`src/rtl/seg7scan.sv`:
```
// seg7scan: digit-scan controller for the timer's multiplexed 7-segment display.
//
// Ports:
//   CLK                       system clock, rising edge
//   RST                       synchronous active-high reset
//   EN                        scan enable; low blanks the display and parks the scan at digit 0
//   TIM_1_I/TIM_2_I/TIM_3_I   live digit values from the counter (TIM_3_I most significant)
//   UPD                       snapshot request level, held by the requester until UPD_ACK
//   UPD_ACK                   one-cycle pulse: snapshot taken
//   TIM_1/TIM_2/TIM_3         held digit values for the segment mux
//   OE_DIGIT                  digit select: 00=TIM_1, 01=TIM_2, 10=TIM_3
//   DIG_EN_N                  active-low digit common enables, bit d is digit d
//   FRAME                     one-cycle pulse at the start of each frame
//
// Build option: define SEG7SCAN_LZB_EN to blank leading zeros on digits 2 and 1.
module seg7scan #(
    parameter int DIV_W     = 16,
    parameter int SCAN_DIV  = 50000,
    parameter int BLANK_CYC = 64
) (
    input  logic       CLK,
    input  logic       RST,
    input  logic       EN,
    input  logic [3:0] TIM_1_I,
    input  logic [3:0] TIM_2_I,
    input  logic [3:0] TIM_3_I,
    input  logic       UPD,
    output logic       UPD_ACK,
    output logic [3:0] TIM_1,
    output logic [3:0] TIM_2,
    output logic [3:0] TIM_3,
    output logic [1:0] OE_DIGIT,
    output logic [2:0] DIG_EN_N,
    output logic       FRAME
);
    localparam logic [DIV_W-1:0] CNT_MAX = DIV_W'(SCAN_DIV - 1);
    localparam logic [DIV_W-1:0] CNT_BLK = DIV_W'(BLANK_CYC);

    logic [DIV_W-1:0] cnt;
    logic [1:0]       dig;
    logic             en_q;
    logic             slot_end;
    logic             frame_wrap;
    logic             capture;
    logic             lit;
    logic [2:0]       show;

    assign slot_end   = EN && cnt == CNT_MAX;
    assign frame_wrap = slot_end && dig == 2'd2;
    // The cycle right after an ACK never re-captures, so a requester that
    // drops UPD on seeing the ACK gets exactly one snapshot.
    assign capture    = UPD && !UPD_ACK && (frame_wrap || !EN);

    always_ff @(posedge CLK) begin
        if (RST) begin
            cnt     <= '0;
            dig     <= 2'd0;
            en_q    <= 1'b0;
            UPD_ACK <= 1'b0;
            FRAME   <= 1'b0;
            TIM_1   <= 4'd0;
            TIM_2   <= 4'd0;
            TIM_3   <= 4'd0;
        end else begin
            cnt     <= !EN || slot_end ? '0 : cnt + DIV_W'(1);
            dig     <= !EN ? 2'd0 : !slot_end ? dig : dig == 2'd2 ? 2'd0 : dig + 2'd1;
            en_q    <= EN;
            UPD_ACK <= capture;
            FRAME   <= frame_wrap;
            if (capture) begin
                TIM_1 <= TIM_1_I;
                TIM_2 <= TIM_2_I;
                TIM_3 <= TIM_3_I;
            end
        end
    end

    // en_q keeps the digit enables purely register-decoded; it tracks EN one
    // edge later, exactly when cnt/dig react to EN.
    assign lit = en_q && cnt >= CNT_BLK;

`ifdef SEG7SCAN_LZB_EN
    assign show = {TIM_3 != 4'd0, TIM_3 != 4'd0 || TIM_2 != 4'd0, 1'b1};
`else
    assign show = 3'b111;
`endif

    assign OE_DIGIT = dig;
    assign DIG_EN_N = ~({dig == 2'd2, dig == 2'd1, dig == 2'd0} & show & {3{lit}});
endmodule

```
`config.mk`:
```
export PLATFORM = sky130hd
export DESIGN_NAME = seg7scan
export DESIGN_NICKNAME = d
export VERILOG_FILES = /design/src/rtl/seg7scan.sv
export SDC_FILE = /design/constraint.sdc
export NUM_CORES = 1
export LEC_CHECK = 0
export ABC_AREA = 0
export CORE_AREA = 2 2 52 54
export CTS_BUF_LIST = sky130_fd_sc_hd__clkbuf_2
export CTS_CLUSTER_SIZE = 20
export DETAILED_ROUTE_END_ITERATION = 8
export DIE_AREA = 0 0 54 56
export DONT_BUFFER_PORTS = 1
export GPL_TIMING_DRIVEN = 0
export PLACE_DENSITY = 0.76
export SYNTH_ARGS = -nofsm -noshare
export SYNTH_HDL_FRONTEND = slang
export SYNTH_SLANG_ARGS = --single-unit
```
`constraint.sdc`:
```
create_clock -name CLK -period 2.86 [get_ports CLK]
set_clock_uncertainty 0.05 [all_clocks]
set_input_delay 0.572 -clock CLK [delete_from_list [all_inputs] [get_ports CLK]]
set_output_delay 0.572 -clock CLK [all_outputs]
set_load 0.05 [all_outputs]
```
Word-level counts from Yosys, hierarchy flattened

Index checks and enable logic that the tools add are counted.

Reduce and logical (&&, ||, !) cells: 12
Add/sub/neg operators: 2
Magnitude comparators: 1
Muxes and demuxes: 1
Bitwise gates (word level): 3
Equality and inequality tests: 3

Operators with widths:

| cell                  | number |
|---|---|
| $add 16x1->16 const B | 1 |
| $eq 16x16->1 const B  | 1 |
| $ge 16x7->1 const B   | 1 |
| $logic_and 1x1->1     | 5 |
| $reduce_or 2->1       | 2 |
| $and 3x3->3           | 1 |
| $not 3->3             | 1 |
| $add 2x1->2 const B   | 1 |
| $eq 2x1->1 const B    | 1 |
| $eq 2x2->1 const B    | 1 |
| $logic_not 1->1       | 2 |
| $logic_not 2->1       | 1 |
| $logic_or 1x1->1      | 2 |
| $mux 2                | 1 |
| $not 1->1             | 1 |

Output and inout port bits: 19
Logic and storage cells: 30
Input port bits: 16
Register bits after elaboration: 33

Logic depth before layout (Yosys ltp)

Gate-level depths: netlist of the first run.

Depth in word-level cells: 5
Gate-level depth with buffers: 6

Worst setup path before layout of the first run

No wires, ideal clock.

Kind: register to output
Start: register cnt[10]
End: output DIG_EN_N[2]
Required time: 2,238 ps
Arrival time: 1,691 ps
Slack: 547 ps
Cell stages (with the launch flop): 4
Path through: dfxtp_1 or4_4 o41ai_1 nand2b_1

Word-level cells in the longest chain between the ends: 4

Ends and longest elaborated chain:

| item                   | RTL line | text |
|---|---|---|
| start, declared        | 39       | `logic [DIV_W-1:0] cnt;` |
| start signal, assigned | 65       | `cnt <= !EN \|\| slot_end ? '0 : cnt + DIV_W'(1);` |
| $ge 16x7->1            | 80       | `assign lit = en_q && cnt >= CNT_BLK;` |
| $logic_and 1x1->1      | 80       |  |
| $and 3x3->3            | 89       | `assign DIG_EN_N = ~({dig == 2'd2, dig == 2'd1, dig == 2'd0} & show & {3{lit}});` |
| $not 3->3              | 89       |  |
| end, declared          | 33       | `output logic [2:0] DIG_EN_N,` |

Every way passes these cells.

Worst setup path after layout of the first run

Same ends and word-level chain as after synthesis.

==> impl_results.md, run 1 <==
* Post-CTS Setup Inserts at 0
* Worst hold path type: input port to flop
* CP Class: flop to primary output
* Fin crit share at 93.6%
* Required time of the critical path at 2.24 ns
* Clock-pin slew on the worst setup and hold paths at 0.16 ns
* F_max at 0.373 GHz
* # fillers at 210
* CTS Hold Bufs at 0
* Fin area at 1620 um2
* WP data arrival at 2.06 ns
* Post-layout util at 66.5%
* Syn Area/Cell at 9.30 um2
* Initial drt markers at 20
* GRT overflow at 0
* Die area at 3020 um2
* Avg Vias per Cell at 5.64
* Via count at 1139
* Chip width at 54 um
* Die height at 56 um
* Crit end category: primary output
* Total global routing track utilization at 19.7%
* Maximum clock path buffer count at 2
* Worst Path Max Fanout at 4
* Leak pwr at 0.529 nW
* CP startpoint kind: flop
* Number of global-route vias before repair at 1046
* CTS resizes at 1
* CTS HTree Levels at 2
* Final WS setup at 0.182 ns
* Setup TNS at 0 ns
* Antenna Nets Post-Route at 0
* Clk sinks at 33
* Share of post-route cells with drive strength above 1 at 9.88%
* Critical-path cell list: or4_4 -> o41ai_2 -> nand2b_2
* Reg2reg setup slack at 0.50 ns
* Setup Slack @ Placement at 0.413 ns
* Non-filler instance count after layout at 202
* Pwr Density at 464 nW/um2
* Outcome: completed
* Most frequent cells in the layout: dfxtp_1, nand2b_1, nor2_1
* Max VDD drop at 0.533 mV
* Ports at 35
* Final setup fails at 0
* DRC at 0
* Detail Placement HPWL at 2040 um
* Port Buffers at 0
* Worst skew pair latency at 0.34 ns
* TritonCTS Buffers at 5
* Area growth from synthesis to layout at 6.07%
* Placer Congestion at 0.853
* Syn Nets at 182
* Mapped Area at 1530 um2
* Detailed-router iteration count before antenna repair at 4
* Placed Cells at 194
* CTS tree: built
* Most common cell after layout, fill and taps aside: dfxtp_1
* Seq/Total Area, Yosys at 43.3%
* Core area at 2430 um2
* Layout Nets at 189
* CP bufs+invs at 0
* Post-Synthesis Cells at 164
* RSZ-0062 raised after global routing: false
* DRT Wirelength at 2790 um
* Root Driver: clkbuf_2
* Ant diodes at 0
* Flops & latches, synth at 33
* Drt wl/cell at 13.8 um
* Final hold violation count at 0
* Largest net degree at the start of global routing at 11
* Std cell rows at 18
* Initial antenna violation count at 0
* DP Area at 1560 um2
* Global-route wire length before repair at 4420 um
* Max Cap Viol at 0
* Yosys Warn Count at 0
* Slew HR at 57.0%
* Worst-path cell with the longest stage delay: or4_4
* Worst path top cell family by delay: simple AND/OR/NAND/NOR gates
* Max stage delay on crit path at 0.57 ns
* Final Critical Period at 2.68 ns
* Synth unique cells at 29
* Initial Util at 62.7%
* Max-slew violations at 0
* Worst-Margin Slew at 0.644 ns
==> metal layers <==
| layer | GRT usage (%) | vias to the layer above | part of all wire (%) | routed length, um |
|---|---|---|---|---|
| li1 | - | 570 | - | - |
| met3 | 6.18 | 4 | 5.5 | 154 |
| met4 | 9.29 | 0 | 0.93 | 26 |
| met5 | 0 | - | 0 | 0 |
| met2 | 32.2 | 30 | 48 | 1350 |
| met1 | 22.4 | 535 | 45 | 1260 |
==> area by class of cell <==
class	instances	area [um2]	area share, %
multi-input cells	118	825	51.0
flip-flops and latches	33	661	40.8
plain buffers	4	23.8	1.47
well taps	30	37.5	2.32
inverters	9	33.8	2.09
clock buffers	5	25.0	1.55
clock inverters	3	12.5	0.773
==> Yosys cell counts <==
master / number / area share [%]
a21oi_1: 4 / 1.3
and4b_1: 1 / 0.66
buf_2: 1 / 0.33
buf_6: 1 / 0.74
clkbuf_1: 2 / 0.49
dfxtp_1: 33 / 43
ha_1: 2 / 1.6
inv_1: 9 / 2.2
mux2i_1: 12 / 7.9
nand2_1: 6 / 1.5
nand2b_1: 26 / 11
nand3_1: 4 / 1.3
nand3b_1: 1 / 0.49
nand4_1: 3 / 1.2
nand4b_1: 2 / 1.1
nor2_1: 16 / 3.9
nor2b_1: 2 / 0.82
nor3_1: 5 / 1.6
nor4_1: 4 / 1.6
o21ai_0: 3 / 0.98
o21ai_2: 1 / 0.57
o32ai_4: 1 / 1.8
o41ai_1: 2 / 1.1
or3_1: 5 / 2.1
or3b_2: 2 / 1.1
or4_1: 2 / 0.98
or4_4: 2 / 1.5
xnor2_1: 10 / 5.7
xor2_1: 2 / 1.1
==> flip-flops by register name (all words and copies together), names as in the netlist <==
register	cells
TIM_3	4
TIM_1	4
en_q	1
OE_DIGIT	2
TIM_2	4
cnt	16
UPD_ACK	1
FRAME	1
==> cells by family (layout without fill, tap and decap cells) <==
logic type / after synthesis / in the layout / synth area share (%)
buffers and inverters: 13 / 21 / 3.77
AO/OA/AOI/OAI: 11 / 11 / 5.82
XOR/XNOR: 12 / 12 / 6.89
flip-flops: 33 / 33 / 43.3
multiplexers: 12 / 12 / 7.88
adder cells (fa/ha/maj): 2 / 2 / 1.64
AND/OR/NAND/NOR: 81 / 81 / 30.7
==> per-stage QoR <==
step / hold slack (ns) / power, mW
finish: 0.306 / 0.751
global route: 0.267 / 0.788
CTS: 0.291 / 0.760
detailed placement: 0.440 / 0.563
global placement: 0.421 / 0.561
floorplan: 0.403 / 0.555
==> where the power goes <==
| part | total (mW) | switching [mW] | internal, mW |
|---|---|---|---|
| clock network | 0.198 | 0.145 | 0.0536 |
| logic | 0.0414 | 0.0204 | 0.0210 |
| registers | 0.512 | 0.0405 | 0.471 |
==> worst paths after layout <==
kind | to | cells after the start | from
max | DIG_EN_N[2] | 3 | cnt[10]
min | TIM_2[0] | 2 | TIM_2_I[0]
max reg2reg | cnt[4] | 5 | cnt[10]
min reg2reg | cnt[0] | 1 | cnt[0]
Note: power is estimated with default switching activity, not from simulation.
==> run 2, diff against run 1 <==
--- a/config.mk
+++ b/config.mk
@@ -14,6 +14,7 @@
 export DONT_BUFFER_PORTS = 1
 export GPL_TIMING_DRIVEN = 0
 export PLACE_DENSITY = 0.76
+export SETUP_SLACK_MARGIN = 0.5
 export SYNTH_ARGS = -nofsm -noshare
 export SYNTH_HDL_FRONTEND = slang
 export SYNTH_SLANG_ARGS = --single-unit
==> impl_results.md, run 2 (synthesis results as in run 1) <==
* Initial drt markers at 20
* Ant diodes at 0
* Reg2reg setup slack at 0.49 ns
* Std cell rows at 18
* Avg Vias per Cell at 5.63
* Core area at 2430 um2
* CP bufs+invs at 0
* Die area at 3020 um2
* F_max at 0.399 GHz
* Final Critical Period at 2.51 ns
* Largest net degree at the start of global routing at 11
* Fin area at 1680 um2
* CTS HTree Levels at 2
* Routed metal-1 wire length at 1330 um
* Drt wl/cell at 14.2 um
* Top Layer Used: met4
* CTS tree: built
* Critical-path cell list: or4_4 -> o41ai_4 -> or3b_4
* Global-route wire length before repair at 4620 um
* Setup TNS at 0 ns
* Reg-to-reg critical path startpoint: cnt[10]
* Most frequent cells in the layout: dfxtp_1, nand2b_1, nor2_1
* Multi-input gate area at 852 um2
* R2R cell count at 5
* RR Endpoint: TIM_1[0]
* Total global routing track utilization at 20.5%
* Area growth from synthesis to layout at 9.84%
* Share of post-route cells with drive strength above 1 at 14.3%
* WP depth at 3
* Max Cap Viol at 0
* Leak pwr at 0.563 nW
* Worst skew pair latency at 0.35 ns
* Worst path top cell family by delay: simple AND/OR/NAND/NOR gates
* RSZ-0062 raised after global routing: true
* Wire length on met2 at 1400 um
* Largest register by flop count: cnt
* Crit end category: primary output
* Overall power at 0.757 mW
* Outcome: completed
* Placer Congestion at 0.853
* Setup Slack @ Placement at 0.413 ns
* Pwr Density at 452 nW/um2
* CP Class: flop to primary output
* Max-slew violations at 0
* Post-layout util at 68.9%
* TritonCTS Buffers at 5
* Slew HR at 56.6%
* DRT Wirelength at 2910 um
* Layout Nets at 192
* Placed Cells at 194
* Detailed-router iteration count before antenna repair at 4
* CP startpoint kind: flop
* Via count at 1155
* Detail Placement HPWL at 2040 um
* Clock-pin slew on the worst setup and hold paths at 0.16 ns
* Initial Util at 62.7%
* DP Area at 1560 um2
* Root Driver: clkbuf_2
* Max VDD drop at 0.539 mV
* Fin crit share at 87.6%
* Maximum clock path buffer count at 2
* Max stage delay on crit path at 0.52 ns
* DR WL met3 at 144 um
* Worst hold path type: input port to flop
* Most common cell after layout, fill and taps aside: dfxtp_1
* # fillers at 202
* Worst Path Max Fanout at 3
* Register area at 668 um2
* Worst-path cell with the longest stage delay: or4_4
* Final WS setup at 0.355 ns
* Hold slack final at 0.298 ns
* Initial antenna violation count at 0
* CTS Hold Bufs at 0
* Final setup fails at 0
* Antenna Nets Post-Route at 0
* Chip width at 54 um
* Critical Path End: DIG_EN_N[1]
* Required time of the critical path at 2.24 ns
* Worst-Margin Slew at 0.650 ns
* DRC at 0
* Final hold violation count at 0
* WP data arrival at 1.88 ns
* Worst Setup SP: cnt[9]
* Port Buffers at 0
* Die height at 56 um
* Largest register FFs at 16
* Number of global-route vias before repair at 1073
* Ports at 35
* Clk sinks at 33
* Non-filler instance count after layout at 205
* GRT overflow at 0
==> run 2: cell count changes in the layout (fill, tap and decap cells not counted) <==
cell / change
dfxtp_4: +1
o41ai_2: -1
o41ai_4: +1
o21ai_2: -1
buf_4: +2
dfxtp_2: +3
nand2b_4: +1
or4_4: +1
nand2b_2: -1
o21ai_4: +1
dfxtp_1: -4
or4_1: -1
clkbuf_4: +1
==> run 2: layer usage <==
layer	track usage (%)	vias to the layer above
met5	0	-
met3	6.18	7
met2	32.9	32
met4	9.29	0
li1	-	575
met1	24.5	541
==> run 2: how the worst min path moves through the flow <==
stage	startpoint	to	slack [ns]	depth (start not counted)
2_1_floorplan	cnt[0]	cnt[0]	0.40	1
3_3_place_gp	cnt[0]	cnt[0]	0.42	1
3_5_place_dp	cnt[0]	cnt[0]	0.44	1
4_1_cts	TIM_2_I[2]	TIM_2[2]	0.29	2
5_1_grt	TIM_1_I[0]	TIM_1[0]	0.27	2
6_report	TIM_1_I[3]	TIM_1[3]	0.30	2
==> run 2: final cells by class <==
cell class / instances / share of cell area [%]
Clock buffer: 5 / 1.49
Multi-Input combinational cell: 118 / 50.9
Timing Repair Buffer: 3 / 1.19
Buffer: 4 / 1.57
Sequential cell: 33 / 39.9
Clock inverter: 3 / 0.747
Inverter: 9 / 2.02
Tap cell: 30 / 2.24
==> run 2: worst register-to-register path: stages (launching register included) <==
cell	delay, ns
dfxtp_2	0.37
or4_4	0.57
or4_4	0.60
o32ai_4	0.24
buf_2	0.28
mux2i_1	0.20
==> run 2: timing repair <==
| action | 4_1_cts | 5_1_grt |
|---|---|---|
| resized for setup | 13 | 1 |
| endpoints found under the setup margin | 9 | 18 |
| pin swaps | 2 | 1 |
| setup buffers | 2 | 0 |
| gates cloned | 0 | 1 |
==> run 2: report_power, final <==
part / leakage, nW / switching (mW) / internal, mW
registers: 0.270 / 0.0407 / 0.470
logic: 0.265 / 0.0213 / 0.0223
clock network: 0.0278 / 0.149 / 0.0536
total: 0.563 / 0.211 / 0.546
==> run 3, diff against run 2 <==
--- a/config.mk
+++ b/config.mk
@@ -6,15 +6,16 @@
 export NUM_CORES = 1
 export LEC_CHECK = 0
 export ABC_AREA = 0
-export CORE_AREA = 2 2 52 54
+export CORE_AREA = 2 2 65 67
 export CTS_BUF_LIST = sky130_fd_sc_hd__clkbuf_2
 export CTS_CLUSTER_SIZE = 20
 export DETAILED_ROUTE_END_ITERATION = 8
-export DIE_AREA = 0 0 54 56
+export DIE_AREA = 0 0 67 69
 export DONT_BUFFER_PORTS = 1
 export GPL_TIMING_DRIVEN = 0
-export PLACE_DENSITY = 0.76
+export PLACE_DENSITY = 0.51
 export SETUP_SLACK_MARGIN = 0.5
+export SKIP_LAST_GASP = 1
 export SYNTH_ARGS = -nofsm -noshare
 export SYNTH_HDL_FRONTEND = slang
 export SYNTH_SLANG_ARGS = --single-unit
==> impl_results.md, run 3 (synthesis results as in run 1) <==
* Outcome: completed
* DRC at 0
* Layout Nets at 193
* Initial Util at 39.0%
* Via count at 1153
* Worst hold path type: input port to flop
* WP data arrival at 1.92 ns
* Detailed-router iteration count before antenna repair at 4
* Avg Vias per Cell at 5.10
* CTS HTree Levels at 2
* Die area at 4620 um2
* Critical Path End: DIG_EN_N[1]
* Number of global-route vias before repair at 1203
* Largest register by flop count: cnt
* TritonCTS Buffers at 5
* Initial antenna violation count at 0
* Largest net degree at the start of global routing at 13
* Setup TNS at 0 ns
* Max stage delay on crit path at 0.53 ns
* Required time of the critical path at 2.24 ns
* Reg-to-reg critical path startpoint: cnt[10]
* CP startpoint kind: flop
* Fin area at 1750 um2
* Port Buffers at 0
* Max Cap Viol at 0
* Root Driver: clkbuf_2
* F_max at 0.394 GHz
* Pwr Density at 502 nW/um2
* Critical-path cell list: or4_4 -> o41ai_4 -> or3b_4
* RR Endpoint: OE_DIGIT[0]
* Placer Congestion at 0.744
* Leak pwr at 0.581 nW
* Most common cell after layout, fill and taps aside: dfxtp_1
* CP Class: flop to primary output
* Largest register FFs at 16
* GRT overflow at 0
* Maximum clock path buffer count at 2
* R2R cell count at 4
* Final hold violation count at 0
* Antenna Nets Post-Route at 0
* Max VDD drop at 0.345 mV
* Most frequent cells in the layout: dfxtp_1, nand2b_1, nor2_1
* Fin crit share at 88.8%
* DRT Wirelength at 3080 um
* Detail Placement HPWL at 2230 um
* Global-route wire length before repair at 5360 um
* Die height at 69 um
* Crit end category: primary output
* Reg2reg setup slack at 0.57 ns
* Initial drt markers at 99
* Std cell rows at 23
* Share of post-route cells with drive strength above 1 at 15.9%
* Ports at 35
* Core area at 3910 um2
* Total global routing track utilization at 15.0%
* Clock-pin slew on the worst setup and hold paths at 0.19 ns
* Worst-Margin Slew at 0.621 ns
* Max-slew violations at 0
* DP Area at 1590 um2
* Worst Path Max Fanout at 3
* Worst skew pair latency at 0.38 ns
* Ant diodes at 0
* Overall power at 0.877 mW
* Drt wl/cell at 13.6 um
* Final setup fails at 0
* Worst-path cell with the longest stage delay: or4_4
* Worst Setup SP: cnt[14]
* Clk sinks at 33
* Final Critical Period at 2.54 ns
* CTS tree: built
* Slew HR at 58.5%
* Worst path top cell family by delay: simple AND/OR/NAND/NOR gates
* CTS Hold Bufs at 0
* Area growth from synthesis to layout at 14.6%
* CP bufs+invs at 0
* Chip width at 67 um
* RSZ-0062 raised after global routing: true
* WP depth at 3
## run 3: how the worst min path moves through the flow
stage	startpoint	end	depth (start not counted)
final	TIM_2_I[3]	TIM_2[3]	2
after global routing	TIM_1_I[3]	TIM_1[3]	2
after CTS	TIM_2_I[3]	TIM_2[3]	2
after detailed placement	cnt[0]	cnt[0]	1
after global placement	cnt[0]	cnt[0]	1
after floorplan	cnt[0]	cnt[0]	1
## run 3: layer usage
metal,vias to the layer above,share of wire (%),track usage (%)
met1,536,42,17.4
met4,0,1.5,5.44
li1,581,-,-
met2,31,49,24.8
met3,5,6.8,5.71
met5,-,0,0
## run 3: layout make-up
class / instances / area [um2]
flip-flops and latches: 33 / 668
plain buffers: 4 / 26.3
fillers: 394 / 2170
well taps: 50 / 62.6
repair buffers: 4 / 33.8
clock inverters: 3 / 46.3
inverters: 9 / 33.8
clock buffers: 5 / 25.0
multi-input cells: 118 / 852
## run 3: per-stage QoR
| stage | cells | setup slack, ns | hold slack (ns) | utilization (%) |
|---|---|---|---|---|
| global placement | 214 | 0.399 | 0.425 | 40.6 |
| CTS | 224 | 0.293 | 0.225 | 44.1 |
| finish | 226 | 0.321 | 0.262 | 44.7 |
| detailed placement | 214 | 0.352 | 0.449 | 40.6 |
| global route | 226 | 0.195 | 0.217 | 44.7 |
| floorplan | 164 | 0.547 | 0.403 | - |
## run 3: power by group
part           internal [mW]  leakage, nW  total (mW)  switching [mW]
clock network          0.149       0.0392       0.319           0.170
logic                 0.0243        0.271      0.0455          0.0212
registers              0.471        0.270       0.512          0.0410
total                  0.644        0.581       0.877           0.233
## run 3: what timing repair did
item                                    4_1_cts  5_1_grt
gates resized for setup                      11        7
gates cloned                                  0        1
pin swaps                                     3        4
setup buffers                                 2        1
endpoints found under the setup margin        5       23
